--- config.mk ---
export PLATFORM = sky130hd
export DESIGN_NAME = ram_arbiter
export DESIGN_NICKNAME = d
export VERILOG_FILES = /design/src/rtl/vec_mem_pkg.sv /design/src/rtl/ram_arb_pick.sv /design/src/rtl/ram_arbiter.sv
export SDC_FILE = /design/constraint.sdc
export NUM_CORES = 1
export LEC_CHECK = 0
export ABC_AREA = 1
export CAP_MARGIN = 10
export CORE_MARGIN = 2
export CORE_UTILIZATION = 40
export CTS_BUF_LIST = sky130_fd_sc_hd__clkbuf_2
export CTS_CLUSTER_SIZE = 12
export DETAILED_ROUTE_END_ITERATION = 10
export PLACE_DENSITY = 0.9
export SETUP_SLACK_MARGIN = 0.2
export SKIP_LAST_GASP = 1
export SLEW_MARGIN = 20
export SYNTH_ARGS = -nofsm -noshare
export SYNTH_HDL_FRONTEND = slang
export SYNTH_HIERARCHICAL = 1
export SYNTH_SLANG_ARGS = --single-unit
--- constraint.sdc ---
create_clock -name clk_sys -period 2.39 [get_ports clk_sys]
set_input_delay 0.5975 -clock clk_sys [delete_from_list [all_inputs] [get_ports clk_sys]]
set_output_delay 0.5975 -clock clk_sys [all_outputs]
set_load 0.05 [all_outputs]
--- src/rtl/vec_mem_pkg.sv ---
// Shared types and defaults for the SDRAM byte-port arbiter.
package vec_mem_pkg;

  typedef enum logic [1:0] {
    GNT_NONE = 2'd0,
    GNT_DL   = 2'd1,
    GNT_FDD  = 2'd2,
    GNT_CPU  = 2'd3
  } grant_t;

  typedef enum logic [1:0] {IDLE, ISSUE, WAIT, ACK} arb_state_t;

  localparam int TIMEOUT_DEF   = 64;
  localparam int AGE_LIMIT_DEF = 4;

  // Bit positions in the request vector handed to the picker.
  localparam int REQ_DL  = 0;
  localparam int REQ_FDD = 1;
  localparam int REQ_CPU = 2;

endpackage

--- src/rtl/ram_arb_pick.sv ---
// Combinational priority picker: dl > fdd > cpu, dl only while dl_active,
// cpu first when the age override is raised.
module ram_arb_pick
  import vec_mem_pkg::*;
(
  input  logic [2:0] req,
  input  logic       dl_active,
  input  logic       age_override,
  output grant_t     pick
);

  always_comb begin
    pick = GNT_NONE;
    if (dl_active) begin
      if (req[REQ_DL]) pick = GNT_DL;
    end else if (age_override && req[REQ_CPU]) pick = GNT_CPU;
    else if (req[REQ_DL])  pick = GNT_DL;
    else if (req[REQ_FDD]) pick = GNT_FDD;
    else if (req[REQ_CPU]) pick = GNT_CPU;
  end

endmodule

--- src/rtl/ram_arbiter.sv ---
// Single-port SDRAM byte arbiter for loader / FDD / CPU, one access in flight.
// Optional CPU anti-starvation aging: define RAM_ARBITER_CPU_AGING_EN.
module ram_arbiter
  import vec_mem_pkg::*;
#(
  parameter int AW        = 25,
  parameter int TIMEOUT   = TIMEOUT_DEF,
  parameter int AGE_LIMIT = AGE_LIMIT_DEF
) (
  input  logic          clk_sys,
  input  logic          reset,
  input  logic          dl_req,
  input  logic [AW-1:0] dl_addr,
  input  logic [7:0]    dl_data,
  output logic          dl_ack,
  input  logic          dl_active,
  input  logic          fdd_req,
  input  logic [20:0]   fdd_addr,
  output logic          fdd_ack,
  input  logic          cpu_req,
  input  logic          cpu_we,
  input  logic [19:0]   cpu_addr,
  input  logic [7:0]    cpu_din,
  output logic          cpu_ack,
  output logic [7:0]    rd_data,
  output logic          mem_req,
  output logic          mem_we,
  output logic [AW-1:0] mem_addr,
  output logic [7:0]    mem_din,
  input  logic [7:0]    mem_dout,
  input  logic          mem_ack,
  output grant_t        grant,
  output logic          timeout_err
);

  localparam int CW = $clog2(TIMEOUT + 1);

  if (AGE_LIMIT < 1 || AGE_LIMIT > 7) begin : g_bad_age
    $error("AGE_LIMIT must fit the 3-bit age counter");
  end

  arb_state_t    state, state_nxt;
  logic [CW-1:0] wait_cnt;
  grant_t        pick;
  logic          age_override;
  logic          expired;

  ram_arb_pick u_pick (
    .req          ({cpu_req, fdd_req, dl_req}),
    .dl_active    (dl_active),
    .age_override (age_override),
    .pick         (pick)
  );

`ifdef RAM_ARBITER_CPU_AGING_EN
  logic [2:0] age;

  always_ff @(posedge clk_sys) begin
    if (reset || !cpu_req) age <= '0;
    else if (state == IDLE && pick != GNT_NONE) begin
      if (pick == GNT_CPU)  age <= '0;
      else if (age != 3'd7) age <= age + 3'd1;
    end
  end

  assign age_override = (int'(age) >= AGE_LIMIT);
`else
  assign age_override = 1'b0;
`endif

  // Counter starts at 0 on the first WAIT cycle; expiry lands TIMEOUT+2 after mem_req.
  assign expired = (wait_cnt == CW'(TIMEOUT));

  always_ff @(posedge clk_sys) begin
    if (reset) state <= IDLE;
    else       state <= state_nxt;
  end

  always_comb begin
    state_nxt = state;
    case (state)
      IDLE:    if (pick != GNT_NONE) state_nxt = ISSUE;
      ISSUE:   state_nxt = WAIT;
      WAIT:    if (mem_ack || expired) state_nxt = ACK;
      ACK:     state_nxt = IDLE;
      default: state_nxt = IDLE;
    endcase
  end

  always_ff @(posedge clk_sys) begin
    if (reset) begin
      grant       <= GNT_NONE;
      mem_addr    <= '0;
      mem_we      <= 1'b0;
      mem_din     <= '0;
      rd_data     <= 8'hFF;
      timeout_err <= 1'b0;
      wait_cnt    <= '0;
    end else begin
      case (state)
        IDLE: if (pick != GNT_NONE) begin
          grant <= pick;
          case (pick)
            GNT_DL: begin
              mem_addr <= dl_addr;
              mem_we   <= 1'b1;
              mem_din  <= dl_data;
            end
            GNT_FDD: begin
              mem_addr <= AW'(fdd_addr);
              mem_we   <= 1'b0;
              mem_din  <= '0;
            end
            default: begin
              mem_addr <= AW'(cpu_addr);
              mem_we   <= cpu_we;
              mem_din  <= cpu_din;
            end
          endcase
        end
        ISSUE: wait_cnt <= '0;
        WAIT: begin
          wait_cnt <= wait_cnt + CW'(1);
          if (mem_ack) begin
            if (!mem_we) rd_data <= mem_dout;
          end else if (expired) begin
            timeout_err <= 1'b1;
            if (!mem_we) rd_data <= 8'hFF;
          end
        end
        ACK:     grant <= GNT_NONE;
        default: ;
      endcase
    end
  end

  assign mem_req = (state == ISSUE);
  assign dl_ack  = (state == ACK) && (grant == GNT_DL);
  assign fdd_ack = (state == ACK) && (grant == GNT_FDD);
  assign cpu_ack = (state == ACK) && (grant == GNT_CPU);

endmodule

==> flow_metrics.env <==
export IMPL_run_status="finished clean"
export IMPL_path_class="register to output port"
export IMPL_async_flop_share=0
export IMPL_ys_seq_elements=54
export IMPL_fmax_mhz=477
export IMPL_num_vias=3197
export IMPL_coreArea_sq_um=6420
export IMPL_yosysMostFrequentCell="nand2_1"
export IMPL_num_rows=29
export IMPL_drt_wirelength_per_cell_um=13.8
export IMPL_hp_class="register to register"
export IMPL_utilization=0.672
export IMPL_antenna_found_initial=0
export IMPL_worst_slack_ns=0.294
export IMPL_min_period_ns=2.10
export IMPL_slew_headroom=0.632
export IMPL_synth_ff_type="dfxtp_1"
export IMPL_synth_cells=382
export IMPL_fp_dieH_um=86.0
export IMPL_drt_iter0_drc=124
export IMPL_setup_violations=0
export IMPL_gp_congestion=0.837
export IMPL_dp_cells=603
export IMPL_yosys_area_top_type_share=0.401
export IMPL_synth_area_sq_um=2690
export IMPL_die_w_um=86.0
export IMPL_io_pins=147
export IMPL_hpwl_mm=6.63
export IMPL_dr_pass1_iters=5
export IMPL_power_mw=3.46
export IMPL_drc=0
export IMPL_cts_max_level=2
export IMPL_synth_warnings=6
export IMPL_fin_cells=611
export IMPL_portBuffers=146
export IMPL_fin_skew_ns=0.0122
export IMPL_powerDensity_nw_per_um2=802
export IMPL_antenna_cells=0
export IMPL_netlist_top_cells_area="dfxtp_1 40%, nand2_1 20%, a31oi_1 7.0%, nand3_1 6.3%, ha_1 4.6%"
export IMPL_layout_drive_gt1_share=0.0787
export IMPL_dieArea_sq_um=7400
export IMPL_routed_wl_mm=8.44
export IMPL_track_usage=0.229
export IMPL_synthTopCellsByCount="145 x nand2_1, 54 x dfxtp_1, 34 x nand3_1"
export IMPL_critPathRequiredTime_ns=1.79
export IMPL_critPathLaunchType="register"
export IMPL_worst_pin_slew_ns=0.555
export IMPL_ant_nets=0
export IMPL_synth_nets=490
export IMPL_grt_pass1_wl_mm=13.8
export IMPL_rsz0062_at_grt="no"
export IMPL_synth_edf_count=0
export IMPL_clock_sinks=54
export IMPL_final_cell_area_sq_um=4320
export IMPL_grt_start_max_net_pins=26
export IMPL_holdWs_ns=0.504
export IMPL_critPathMaxFanout=5
export IMPL_end_kind="output port"
export IMPL_drv_slew=0
export IMPL_first_global_vias=3100
export IMPL_pre_cts_slack_ns=-0.0492
export IMPL_leakagePower_nw=1.91
export IMPL_nNetsFinal=642
export IMPL_initial_core_util=0.419
export IMPL_yosys_area_top_type="dfxtp_1"
export IMPL_worst_ep_arrival_time_ns=1.50
export IMPL_seq_area_frac_synth=0.401
export IMPL_synth_cell_types=27
export IMPL_dpl_cell_area_sq_um=4330
export IMPL_syn_avg_cell_area_sq_um=7.05
export IMPL_clk_insertion_delay_late_ns=0.43
export IMPL_cts_tree="built"
export IMPL_vdd_drop_max_uv=460
export IMPL_cts_buffer_depth=2
export IMPL_hold_viol=0
export IMPL_cts_root_buf="clkbuf_2"
export IMPL_syn_to_final_growth_pct=60.3
export IMPL_setup_tns_final_ns=0
export IMPL_max_cap_viol_count=0
export IMPL_globalRouteOverflowTotal=0
export IMPL_numCtsBuffers=5
export IMPL_fin_crit_sh=0.877
export IMPL_via_per_inst=5.23
export IMPL_cts_clk_slew_worst_paths_ns=0.25
state kept, by name, indices dropped and copies added (netlist names):
signal	count
mem_addr	25
mem_we	1
mem_din	8
wait_cnt	7
timeout_err	1
rd_data	8
grant	2
state	2
layout make-up:
type | instances | area (sq um)
inverters | 24 | 90.1
fillers | 549 | 2110
repair buffers | 164 | 1600
multi-input cells | 285 | 1410
well taps | 77 | 96.3
flip-flops and latches | 54 | 1080
clock buffers | 7 | 35.0
critical path, cell delays in order, from the launching register on:
cell,delay (ns)
dfxtp_2,0.42
ha_1,0.16
inv_1,0.09
nor3_1,0.16
buf_4,0.23
cell usage in the layout, fill, tap and decap left out, types with 2 or more instances in the layout:
| master | n |
|---|---|
| buf_4 | 15 |
| ha_1 | 10 |
| clkdlybuf4s50_1 | 97 |
| o21ai_0 | 8 |
| nand2_2 | 2 |
| nand2_4 | 2 |
| buf_12 | 6 |
| nor2_1 | 14 |
| a21oi_1 | 17 |
| o211ai_1 | 8 |
| nor2_2 | 3 |
| dfxtp_2 | 2 |
| clkbuf_2 | 8 |
| nor3_1 | 2 |
| dlygate4sd2_1 | 45 |
| a31oi_1 | 30 |
| a22oi_1 | 4 |
| inv_1 | 22 |
| nand2_1 | 145 |
| dfxtp_1 | 52 |
| nand3_1 | 34 |
per-layer routing:
metal / wire, um / vias to the layer above / GRT usage / share of wire
li1: - / 1564 / - / -
met1: 3330 / 1465 / 0.256 / 0.40
met2: 4170 / 148 / 0.416 / 0.49
met3: 717 / 20 / 0.0654 / 0.085
met4: 212 / 0 / 0.0722 / 0.025
met5: 0 / - / 0 / 0
path summary, 6_finish.rpt:
kind                end  slack (ns)  cells past startpoint       start
min          rd_data[4]        0.50                      2  rd_data[4]
min reg2reg  rd_data[4]        0.50                      2  rd_data[4]
max             cpu_ack        0.29                      4    state[1]
max reg2reg  rd_data[2]        0.76                      7    state[0]
repair_timing:
action                                  4_1_cts  5_1_grt
resized for setup                            46        5
hold buffers                                  0        0
endpoints found under the setup margin       46        4
setup buffers                                 0        1
logic make-up (layout without fill, tap and decap cells):
family | after synthesis | in the layout | synth area share
fa+ha+maj | 10 | 10 | 0.0465
buf+inv | 43 | 195 | 0.0771
other cells | 1 | 1 | 0.00139
flops | 54 | 54 | 0.401
simple gates | 206 | 206 | 0.321
compound gates | 68 | 68 | 0.152
power by group:
part	total [mW]	internal (mW)	switching (mW)
Clock	0.348	0.0759	0.272
Sequential	1.18	1.08	0.101
Combinational	1.94	0.664	1.27
(Power assumes the default switching activity.)
